### src/rtl/uart_rx_pkg.sv
// Shared defaults, pointer-width helper and per-cycle operation struct for the UART receive FIFO.
package uart_rx_pkg;

    localparam int unsigned DATA_W_DEF     = 8;
    localparam int unsigned FIFO_DEPTH_DEF = 8;

    // Pointers carry one extra wrap bit beyond the storage index.
    function automatic int unsigned ptr_w(input int unsigned depth);
        return $clog2(depth) + 1;
    endfunction

    typedef struct packed {
        logic push;
        logic pop;
        logic drop;
    } fifo_op_t;

endpackage

### src/rtl/uart_rx_fifo_mem.sv
// DEPTH x DATA_WIDTH storage: one synchronous write port, one asynchronous read port, no reset.
module uart_rx_fifo_mem #(
    parameter int unsigned DATA_WIDTH = 8,
    parameter int unsigned DEPTH      = 8
) (
    input  logic                     clk,
    input  logic                     we,
    input  logic [$clog2(DEPTH)-1:0] waddr,
    input  logic [DATA_WIDTH-1:0]    wdata,
    input  logic [$clog2(DEPTH)-1:0] raddr,
    output logic [DATA_WIDTH-1:0]    rdata
);

    logic [DATA_WIDTH-1:0] mem_q [DEPTH];
    logic [DATA_WIDTH-1:0] mem_d [DEPTH];

    always_comb begin
        mem_d = mem_q;
        if (we) begin
            mem_d[waddr] = wdata;
        end
    end

    always_ff @(posedge clk) begin
        mem_q <= mem_d;
    end

    assign rdata = mem_q[raddr];

endmodule

### src/rtl/uart_rx_fifo.sv
// Show-ahead receive FIFO behind the UART receiver with sticky overflow.
// Define RX_FIFO_AFULL_EN to add the almost_full output (count >= AFULL_THRESH).
module uart_rx_fifo
    import uart_rx_pkg::*;
#(
    parameter int unsigned DATA_WIDTH   = DATA_W_DEF,
    parameter int unsigned DEPTH        = FIFO_DEPTH_DEF,
    parameter int unsigned AFULL_THRESH = 6
) (
    input  logic                      clk,
    input  logic                      rst,
    input  logic [DATA_WIDTH-1:0]     rx_data,
    input  logic                      rx_valid,
    input  logic                      flush,
    input  logic                      rd_ready,
    output logic                      rd_valid,
    output logic [DATA_WIDTH-1:0]     rd_data,
    output logic [ptr_w(DEPTH)-1:0]   count,
    output logic                      empty,
    output logic                      full,
    output logic                      overflow,
    input  logic                      ovf_clr
`ifdef RX_FIFO_AFULL_EN
    ,
    output logic                      almost_full
`endif
);

    localparam int unsigned PTR_W = ptr_w(DEPTH);
    localparam int unsigned AW    = PTR_W - 1;

    if (DEPTH < 2 || (DEPTH & (DEPTH - 1)) != 0) begin : g_bad_depth
        $error("uart_rx_fifo: DEPTH must be a power of two and at least 2");
    end
    if (AFULL_THRESH < 1 || AFULL_THRESH > DEPTH - 1) begin : g_bad_thresh
        $error("uart_rx_fifo: AFULL_THRESH must be in 1..DEPTH-1");
    end

    logic [PTR_W-1:0]      wr_ptr_q, wr_ptr_d;
    logic [PTR_W-1:0]      rd_ptr_q, rd_ptr_d;
    logic                  overflow_q, overflow_d;
    logic [PTR_W-1:0]      count_c;
    logic                  empty_c;
    logic                  full_c;
    logic [DATA_WIDTH-1:0] mem_rdata;
    fifo_op_t              op_c;

    // Status is a pure function of the registered pointers.
    always_comb begin
        count_c = wr_ptr_q - rd_ptr_q;
        empty_c = (wr_ptr_q == rd_ptr_q);
        full_c  = (wr_ptr_q[AW] != rd_ptr_q[AW]) && (wr_ptr_q[AW-1:0] == rd_ptr_q[AW-1:0]);
    end

    // Flush masks both sides; a pop frees the slot a push into a full FIFO needs.
    always_comb begin
        op_c      = '0;
        op_c.pop  = !empty_c && rd_ready && !flush;
        op_c.push = rx_valid && !flush && (!full_c || op_c.pop);
        op_c.drop = rx_valid && !flush && full_c && !op_c.pop;
    end

    always_comb begin
        wr_ptr_d   = wr_ptr_q;
        rd_ptr_d   = rd_ptr_q;
        overflow_d = overflow_q;
        if (op_c.push) begin
            wr_ptr_d = wr_ptr_q + PTR_W'(1);
        end
        if (flush) begin
            rd_ptr_d = wr_ptr_q;
        end else if (op_c.pop) begin
            rd_ptr_d = rd_ptr_q + PTR_W'(1);
        end
        // A new drop outranks a same-cycle clear.
        if (op_c.drop) begin
            overflow_d = 1'b1;
        end else if (ovf_clr) begin
            overflow_d = 1'b0;
        end
    end

    always_ff @(posedge clk or posedge rst) begin
        if (rst) begin
            wr_ptr_q   <= '0;
            rd_ptr_q   <= '0;
            overflow_q <= 1'b0;
        end else begin
            wr_ptr_q   <= wr_ptr_d;
            rd_ptr_q   <= rd_ptr_d;
            overflow_q <= overflow_d;
        end
    end

    uart_rx_fifo_mem #(
        .DATA_WIDTH (DATA_WIDTH),
        .DEPTH      (DEPTH)
    ) u_mem (
        .clk   (clk),
        .we    (op_c.push),
        .waddr (wr_ptr_q[AW-1:0]),
        .wdata (rx_data),
        .raddr (rd_ptr_q[AW-1:0]),
        .rdata (mem_rdata)
    );

    assign rd_valid = !empty_c;
    assign rd_data  = empty_c ? DATA_WIDTH'(0) : mem_rdata;
    assign count    = count_c;
    assign empty    = empty_c;
    assign full     = full_c;
    assign overflow = overflow_q;

`ifdef RX_FIFO_AFULL_EN
    assign almost_full = (count_c >= PTR_W'(AFULL_THRESH));
`endif

endmodule

### config.mk
export PLATFORM = sky130hd
export DESIGN_NAME = uart_rx_fifo
export DESIGN_NICKNAME = d
export VERILOG_FILES = /design/src/rtl/uart_rx_pkg.sv /design/src/rtl/uart_rx_fifo_mem.sv /design/src/rtl/uart_rx_fifo.sv
export SDC_FILE = /design/constraint.sdc
export NUM_CORES = 1
export LEC_CHECK = 0
export ABC_AREA = 1
export CAP_MARGIN = 20
export CORE_ASPECT_RATIO = 0.6
export CORE_MARGIN = 8
export CORE_UTILIZATION = 60
export DETAILED_ROUTE_END_ITERATION = 16
export GPL_ROUTABILITY_DRIVEN = 0
export PLACE_DENSITY_LB_ADDON = 0.25
export SYNTH_ARGS = -nofsm -noshare
export SYNTH_HDL_FRONTEND = slang
export SYNTH_SLANG_ARGS = --single-unit
### constraint.sdc
create_clock -name clk -period 5.7 [get_ports clk]
set_input_delay 1.14 -clock clk [delete_from_list [all_inputs] [get_ports clk]]
set_output_delay 1.14 -clock clk [all_outputs]
set_load 0.02 [all_outputs]
==> results summary, run 1 <==
The run finished with clean final reports. The leakage power summed over all cells is roughly 1.6 nW. The height of the die came out at 74.4 microns. For this run, the slowest stage of the critical path takes roughly 0.7 ns. The clock network latency to the later pin of the worst-skew pair came out at between 0.3 and 0.4 ns.

After routing, the total negative slack on setup checks comes to 0 ns. The share of the Yosys chip area taken by registers is 0.629. The hold violation count in the final report came out at 0.

The power per unit of standard cell area came out at 545 nW/um^2. The data required time of the critical path is 4.56 ns. At the pin with the least slew margin, the transition time is between 1 and 1.5 ns. The final number of setup-violating endpoints came out at 0.

The synthesized design contains 73 register bits. Clock tree synthesis selected as its root buffer the cell clkbuf_8. For this block, the initial DRC count from the detailed router was 220.

The number of search-and-repair iterations in the first detailed-routing pass came out at 5. The worst slew margin relative to its limit is 0.293. The min-delay analysis places its worst path in the category register to register. The H-tree generated during clock tree synthesis spans 3 levels. Across the run, the number of max-cap violations was 0. The critical path arrival is approximately 3 ns.

The tightest hold path in the finished design has a slack of 0.544 ns. The worst supply voltage drop on vdd came out at 0.000280 V. The total of cells resized after clock tree synthesis is 0.

The count of buffers from port buffering came out at 29. The type of the setup path with the least slack is register to output pin. The number of antenna cells inserted is 0.

The area of the die is 8430 sq um. The area growth from synthesis to layout is 14.2%. The count of mapped cells out of synthesis came out at 340.

The maximum count of clock buffers along a single path came out at 2. The number of synthesis warnings came out at 0. The TritonCTS buffer count came out at 9. Summing over every cut layer, the via total after detailed routing is 2429.

The wire length of the first global-routing pass came out at around 12000 microns. The global route total overflow came out at 0. The DRC violation count after routing came out at 0. STA classifies the critical path endpoint as an output pin.

Entering global routing, the biggest net connects 29 pins. Summing every instance area after synthesis gives 3410 sq um. The count of filler cells inserted in the layout is 402. The clock net sink count is 73. The number of antenna violations at the first check in global routing came out at 0. The commonest non-fill, non-tap cell in the layout is nand2_1.

The average wire per standard cell came out at 16.3 microns. At the placement stage, the worst setup path has a slack of about 2.0 ns. After detailed placement, the design holds a cell count of 436. The clock slew at the register clock pins of the worst setup and hold paths is 0.07 ns. After legalization and detailed placement, the total HPWL measured 4980 microns. The worst setup path is launched from a register. The final critical delay including setup and external delays came out at 4.12 ns.

For this configuration, the core starts out at a cell density of 0.615. Once the clock tree was built, the setup fixing pass inserted 0 buffers. Timing would allow up to 242 MHz. The detail-routed via count per cell came out at approximately 5.4. The share of post-route cells with drive strength above 1 came out at 0.0780. The final setup skew is 0.00825 ns. The number of nets in the layout came out at approximately 390. For this design, the CTS-stage hold fixing added 0 buffers. The number of standard cells in the layout, taps in and fillers out is around 450. The number of slew-limit violations in the final report is 0. The horizontal die dimension came out at 113 microns. Synthesis produced a netlist with a net count of 360.

The slowest stage of the critical path belongs to the cell dfrtp_1. The CTS tree is yes. In the finished design, the share of the clock period the worst path needs comes to 0.724. The final worst slack is 1.58 ns. The critical path goes through inv_1 -> ha_1 -> inv_2 -> nor2_4 -> nand2_2 -> nand2_1 -> nor2_1 -> clkdlybuf4s50_1.

The final wirelength came out at 7390 microns. Setup repair after global routing left no endpoint under its margin. The area of the core is 5540 sq um. The via count of the first global-routing pass came out at roughly 2200. The total global routing track utilization is 0.188. In this run the remaining antenna-violating nets after routing total 0. In this run the worst path has a maximum fanout of 13.

In the layout the commonest cells are nand2_1 (91), nor2_1 (65), edfxtp_1 (64). The count of unique library cells instantiated by Yosys came out at 26. In this run the count of I/O pins placed on the die edge is 30.

The initialized floorplan defines 21 standard-cell rows. A synthesized cell averages approximately 10 sq um.
-- final timing paths --
check | startpoint | endpoint | cells past startpoint | slack [ns]
hold / removal | overflow | overflow | 2 | 0.54
setup / recovery | rd_ptr_q[2] | rd_data[1] | 8 | 1.58
max in group asynchronous | rst | wr_ptr_q[0] | 2 | 4.34
setup reg to reg | rd_ptr_q[2] | u_mem.mem_q[22] | 7 | 2.64
hold reg to reg | overflow | overflow | 2 | 0.54
min in group asynchronous | rst | rd_ptr_q[1] | 2 | 1.08
-- worst max-delay path, delay by kind of cell (launching register included) --
| family | cells | cell delay (ns) |
|---|---|---|
| adder cells (fa/ha/maj) | 1 | 0.43 |
| buffers and inverters | 3 | 1.01 |
| flip-flops | 1 | 0.69 |
| AND/OR/NAND/NOR | 4 | 0.50 |
-- sequential cells by signal, indices dropped and copies added (netlist names) --
name,cells
overflow,1
rd_ptr_q,4
u_mem.mem_q,64
wr_ptr_q,4
-- per-layer routing --
layer / share of wire / vias to the layer above / track usage
met2: 0.44 / 109 / 0.283
met1: 0.44 / 1132 / 0.260
met3: 0.11 / 10 / 0.0673
li1: - / 1178 / -
met5: 0 / - / 0
met4: 0.0076 / 0 / 0.0352
-- power breakdown --
group	total [mW]	internal, mW	switching (mW)
sequential	0.729	0.639	0.0906
clock	0.381	0.201	0.179
combinational	1.01	0.396	0.616
-- layout make-up --
type / instances / area [sq um] / share of cell area
Sequential cell: 73 / 2150 / 0.551
Multi-Input combinational cell: 227 / 1060 / 0.272
Timing Repair Buffer: 30 / 298 / 0.0765
Clock buffer: 11 / 131 / 0.0337
Inverter: 26 / 103 / 0.0263
Tap cell: 80 / 100 / 0.0257
Clock inverter: 5 / 56.3 / 0.0145
-- synth_stat cells --
library cell  count  area, sq um
a31oi_1           1         6.26
buf_2             7         35.0
buf_4             3         22.5
buf_6             4         45.0
dfrtp_1           9          225
edfxtp_1         64         1920
fa_1              1         20.0
ha_1              5         62.6
inv_1            19         71.3
inv_2             5         18.8
inv_4             2         12.5
nand2_1          91          342
nand2_2           3         18.8
nand2_4           1         11.3
nand3_1          23          115
nand3_4           1         17.5
nand4_1           3         18.8
nor2_1           65          244
nor2_4            1         11.3
nor3_1            1         5.00
o211ai_4          1         21.3
o21ai_0          21          105
o21ai_1           4         20.0
o22ai_1           1         6.26
xnor2_1           2         17.5
xor2_1            2         17.5
-- kinds of logic (layout without fill, tap and decap cells) --
kind of cell / count (synthesis) / in the layout / synth area share
buffers and inverters: 40 / 72 / 0.0601
XOR/XNOR: 4 / 4 / 0.0103
flip-flops: 73 / 73 / 0.629
adder cells (fa/ha/maj): 6 / 6 / 0.0242
AO/OA/AOI/OAI: 28 / 28 / 0.0466
AND/OR/NAND/NOR: 189 / 189 / 0.230
-- metrics by stage --
step	area, sq um	power (mW)	utilization
global route	3890	2.26	0.703
global placement	3710	1.72	0.669
floorplan	3410	1.40	-
finish	3890	2.12	0.703
detailed placement	3710	1.75	0.669
CTS	3890	2.13	0.703
Note: power is estimated with default switching activity, not from simulation.
==> run 2, diff against run 1 <==
CORE_UTILIZATION = 57   (was 60)
clock period = 3.86 ns   (was 5.7 ns; I/O delays follow)
==> run 2 against run 1 <==
Against the previous run:
- non-clock buffer count rose by 8
- first-iteration DRC count rose by 20%
- global-route usage fell by 0.86 points
- flip-flop and latch count did not move
- hold slack got worse by 0.0099 ns
- clock skew fell by 0.0035 ns
- worst setup slack got worse by 1.3 ns
- critical path depth did not move
- sequential share of layout area fell by 0.70 points
- clock power rose by 47%
- count of clock-buffer cells in the layout rose by 1
- design area rose by 1.3%
==> results summary, run 2 (synthesis results as in run 1) <==
The via count of the first global-routing pass is 2366 (+6.5%). From synthesis to final layout, the design area changed by 15.7%. The wire length of the first global-routing pass is 12100 microns (+3.1%). The count of maximum capacitance violations is 0 (unchanged).

The critical path's top delay family is buffers and inverters. The met2 capacity usage during global routing came out at 0.244 (-0.0391). The detail-routed via count per cell is 5.29 (-1.5%). The final number of setup-violating endpoints is 0 (unchanged). The final total negative setup slack is 0 ns (unchanged).

The TritonCTS buffer count came out at 9 (unchanged). The number of search-and-repair iterations in the first detailed-routing pass came out at 5 (unchanged). The total of cells resized after clock tree synthesis came out at 0 (unchanged). The pin count of the biggest net entering global routing came out at 34 (+17%). The violation count after the first detailed-route iteration was 263 (+20%). The area of the core is 5680 sq um (+2.4%).

The remaining antenna violation count after routing is 0 (unchanged). The library cell used most frequently in the layout, excluding fill and tap cells, is nand2_1. The worst supply voltage drop on vdd is 0.000374 V (+33%). The number of instances on the worst hold path was 2 (unchanged).

The flow ran to the end, and the final reports show no timing, DRC or antenna violations. The power per unit of standard cell area came to 798 nW/um^2 (+47%). STA classifies the critical path endpoint as an output pin. The number of flip-flops under the largest register name was 64 (unchanged). The final core utilization came out at 0.696 (-0.00700). The horizontal die dimension is 116 microns (+2.2%). The leakage power summed over all cells was 1.60 nW (+2.6%).

The share of post-route cells with drive strength above 1 came to 0.0947 (+0.0168). The number of antenna cells inserted is 0 (unchanged). TritonCTS built the clock tree. The height of the die came out at 75.9 microns (+2.0%). The largest registers in the layout are u_mem.mem_q x64, rd_ptr_q x4, wr_ptr_q x4.

The clock network latency to the later pin of the worst-skew pair came out at 0.34 ns (about the same). The initial cell density of the core is 0.601 (-0.0142). For hold timing, the worst endpoint is overflow. Among all stages on the critical path, the largest delay is contributed by clkdlybuf4s50_1. The average wire per standard cell is 16.2 microns (-0.69%). The met3 routing resource usage after global routing came out at 0.0562 (-0.0111). Of the available clock period, the critical path in the final layout requires 0.922. The number of standard cells in the layout, taps in and fillers out is 460 (+1.8%). The flop-to-flop setup slack came out at 1.23 ns (-1.41 ns).

The number of placed cells counting well taps came out at 444 (+1.8%). The final setup skew came to 0.00470 ns (-0.00354 ns). The final instance area is 3950 sq um (+1.3%).

The critical path arrival was 2.79 ns (-0.19 ns). In this run the critical register-to-register path is captured at u_mem.mem_q[35]. In this run the most used layer during global routing was met1. The final critical delay including setup and external delays is 3.56 ns. The post-placement cell area came out at 3770 sq um (+1.6%).

The data required time of the critical path is 3.09 ns (-1.47 ns). The register containing the most flip-flops in the final layout is u_mem.mem_q. The count of boundary I/O pins came out at 30 (unchanged). The DRC violation count after routing is 0 (unchanged). The row count is 21 (unchanged). The number of slew-limit violations in the final report came out at 0 (unchanged). The worst stage delay on the critical path came out at 0.63 ns (-0.06 ns). The met1 usage came out at 0.256 (-0.00359). The hold violation count in the final report came out at 0 (unchanged). The post-CTS repair timing setup buffer count is 0 (unchanged). The total global routing track utilization was 0.180 (-0.00865). The depth of the CTS H-tree came out at 3 (unchanged). The final wirelength came out at 7460 microns (+1.1%).

The maximum fanout along the worst path came out at 25 (+12). The number of vias after detailed routing was 2435 (+0.25%). The clock net sink count came out at 73 (unchanged). The highest clock frequency the design can meet is 281 MHz. The clock slew at the register clock pins of the worst setup and hold paths is 0.07 ns (about the same). The critical path goes through inv_2 -> ha_1 -> nand2_1 -> nor2_4 -> nand2_2 -> nand2_1 -> nor2_1 -> clkdlybuf4s50_1. The worst hold path begins at overflow. The launching point of the worst reg2reg path is rd_ptr_q[1].

The count of buffering cells on the critical path with inverters included came out at 2 (-1). The HPWL after detailed placement came to 5080 microns (+1.9%). The worst slew margin relative to its limit is 0.504 (+0.211). The count of buffers from port buffering is 29 (unchanged).

The area of the die came to 8800 sq um (+4.3%). The global route total overflow is 0 (unchanged). The most common cell type on the critical path is nand2_1. The number of hold buffers added after cts was 0 (unchanged). Clock tree synthesis selected as its root buffer the cell clkbuf_8. The maximum count of clock buffers along a single path is 2 (unchanged). In this run the worst hold path is classified as register to register. The number of antenna violations at the first check in global routing was 0 (unchanged). Setup repair after global routing left no endpoint under its margin. The worst setup path is of the register to output pin kind. The startpoint kind of the worst setup timing path is a register. The path depth of the worst reg2reg path was 7 (unchanged). The number of nets in the layout is 395 (+2.1%).

The measured slew at the worst slew-check pin came out at 0.742 ns (-0.315 ns). In the layout the commonest cells are nand2_1 (91), nor2_1 (65), edfxtp_1 (64).
==> run 2: per-stage QoR <==
step	hold WS [ns]	total power, mW	setup WS (ns)
2_1_floorplan	0.521	2.07	1.37
3_3_place_gp	0.516	2.58	0.604
3_5_place_dp	0.529	2.60	0.525
4_1_cts	0.538	3.17	0.141
5_1_grt	0.583	3.35	0.155
6_report	0.534	3.15	0.299
==> run 2: worst max-delay path by stage <==
stage / from / end / slack, ns / depth (start not counted)
5_1_grt: rd_ptr_q[1] / rd_data[5] / 0.16 / 8
4_1_cts: rd_ptr_q[1] / rd_data[3] / 0.14 / 8
3_3_place_gp: rd_ptr_q[1] / rd_data[2] / 0.60 / 8
2_1_floorplan: rd_ptr_q[1] / rd_data[0] / 1.37 / 9
3_5_place_dp: rd_ptr_q[1] / rd_data[3] / 0.52 / 8
6_report: rd_ptr_q[1] / rd_data[3] / 0.30 / 8
==> run 2: per-layer routing <==
layer | share of wire | vias up
met5 | 0 | -
met4 | 0.018 | 0
met3 | 0.10 | 16
met2 | 0.41 | 110
met1 | 0.46 | 1118
li1 | - | 1191
==> run 2: cell type report <==
| class | instances | area (sq um) |
|---|---|---|
| Clock inverter | 4 | 43.8 |
| Inverter | 26 | 103 |
| Tap cell | 80 | 100 |
| Sequential cell | 73 | 2150 |
| Clock buffer | 12 | 135 |
| Multi-Input combinational cell | 227 | 1060 |
| Timing Repair Buffer | 38 | 358 |
| Fill cell | 445 | 1730 |
==> run 2: where the power goes <==
group	internal [mW]	switching, mW	total, mW
Combinational	0.603	0.959	1.56
Clock	0.295	0.264	0.559
Sequential	0.944	0.0843	1.03
==> run 2: worst reg2reg max path, cell delays in order, from the launching register on <==
cell	delay [ns]
dfrtp_2	0.51
inv_2	0.35
ha_1	0.32
nand2_1	0.14
nor2_4	0.06
o211ai_4	0.15
nand2_4	0.14
nor2_1	0.60
==> variant, RTL diff (settings of run 2) <==
Register the output `count`, with the module's reset; this adds one clock of latency there. The other outputs are not delayed to match.
--- a/src/rtl/uart_rx_fifo.sv
+++ b/src/rtl/uart_rx_fifo.sv
@@ -106,7 +106,13 @@
 
     assign rd_valid = !empty_c;
     assign rd_data  = empty_c ? DATA_WIDTH'(0) : mem_rdata;
-    assign count    = count_c;
+    always_ff @(posedge clk or posedge rst) begin
+        if (rst) begin
+            count <= '0;
+        end else begin
+            count <= count_c;
+        end
+    end
     assign empty    = empty_c;
     assign full     = full_c;
     assign overflow = overflow_q;
Formal check against the unedited RTL: not equivalent (a bounded check fails within 4 cycles, from zero or initial values and one cycle with rst high).
==> variant against run 2 <==
Final cell count increased by 1.5%; highest routed layer unchanged; critical endpoint is now rd_data[1]; final area increased by 3.9%; sequential cell count is 4 higher; power increased by 4.7%; global-route usage is 0.057 points higher; clock skew rose by 0.0039 ns; synthesized area rose by 3.1%; wire length up 3.2%; critical path type unchanged; setup slack got worse by 0.036 ns; clock power up 29%.
==> variant: results (changes against run 2) <==
Pwr
• largest voltage drop on the vdd net: 405.1 µV, was 373.9 µV
• sequential fraction of design power: 0.334, was 0.327
• power spent charging and discharging nets: 1307 µW, was 1308 µW
• reported clock group power: 720 µW, was 559 µW

Detailed routing
• starting DRC count in detailed routing: 193, was 263
• detailed-route wire length: 7702 µm, was 7464 µm
• WL met3: 635 µm, was 769 µm
• first-pass detailed-route iteration total: 4, was 5
• routed wl met2: 3485 µm, was 3095 µm
• Met1 Routed Length: 3479 µm, was 3465 µm
• count of vias placed by the detailed router: 2517, was 2435

GRT
• met2 track demand over resource: 0.2777, was 0.2437
• overall global routing resource usage: 0.1801, was 0.1795
• met3 GRT Util: 0.04898, was 0.05617
• first-pass GRT wire length: 12680 µm, was 12140 µm
• met1 GRT Util: 0.2405, was 0.2561
• maximum number of pins on one net before global-route repair: 26, was 34

Placement
• placed wire-length estimate: 5282 µm, was 5077 µm
• number of input and output port buffers inserted: 29, unchanged
• Cell Area, Placed: 3860 µm², was 3767 µm²
• worst setup timing slack at the placement stage: 0.5075 ns, was 0.5249 ns

Worst setup path
• terminus of the critical flop-to-flop path: u_mem.mem_q[50], was u_mem.mem_q[35]
• Worst Setup EP: rd_data[1], was rd_data[3]

Synthesis
• sequential area share after synthesis: 0.6389, was 0.6293
• most instantiated cells after synthesis: 92 x nand2_1, 65 x nor2_1, 64 x edfxtp_1, 22 x nand3_1, 21 x inv_1, was 91 x nand2_1, 65 x nor2_1, 64 x edfxtp_1, 23 x nand3_1, 21 x o21ai_0
• Post-synth top flop: edfxtp_1, unchanged
• count of cell types in the netlist: 27, was 26
• share of async-settable or async-resettable flops after synthesis: 0.1688, was 0.1233
• largest cells by area after synthesis: edfxtp_1 55%, nand2_1 9.8%, dfrtp_1 9.2%, nor2_1 6.9%, nand3_1 3.1%, was edfxtp_1 56%, nand2_1 10%, nor2_1 7.2%, dfrtp_1 6.6%, nand3_1 3.4%
• number of enable-type register cells in the synthesized netlist: 64, unchanged

Min path
• worst hold path type: flip-flop to flip-flop, unchanged
• startpoint of the lowest-slack hold path: overflow, unchanged
• end of the worst hold path: overflow, unchanged
• count of cells along the worst hold path: 2, unchanged

Timing
• Achievable Freq: 0.2781 GHz, was 0.2809 GHz
• worst hold slack after final layout: 0.5621 ns, was 0.5336 ns
• pin slew with the least headroom to its limit: 0.8197 ns, was 0.7419 ns
• Clock Skew: 0.008577 ns, was 0.004703 ns

Layout
• share of layout cells above drive strength 1: 0.09138, was 0.09474
• nets: 398, was 395

Run status
• run status: finished clean, unchanged

variant: layout make-up:
cell class                      instances  area (µm²)
Clock buffer                           10       127.6
Clock inverter                          6       111.4
Fill cell                             438        1928
Inverter                               26       100.1
Multi-Input combinational cell        228        1065
Sequential cell                        77        2248
Tap cell                               84       105.1
Timing Repair Buffer                   36       342.8
variant: per-stage QoR:
stage / utilization / std cells / total power (µW)
after floorplan: - / 345 / 2106
after global placement: 0.6403 / 451 / 2538
after detailed placement: 0.6403 / 451 / 2585
after global routing: 0.6802 / 467 / 3502
after CTS: 0.6800 / 467 / 3303
final: 0.6802 / 467 / 3297
variant: cell families (layout without fill, tap and decap cells):
logic type	after synthesis	after routing	share of synthesized area
compound gates	28	28	0.04518
xor+xnor	4	4	0.009963
fa+ha+maj	6	6	0.02348
buf+inv	40	78	0.05834
flops	77	77	0.6389
simple gates	190	190	0.2241
variant: timing repair:
item | 4_1_cts | 5_1_grt
endpoints found under the setup margin | 0 | 7
gates resized for setup | 0 | 1
buffers inserted | 0 | 0
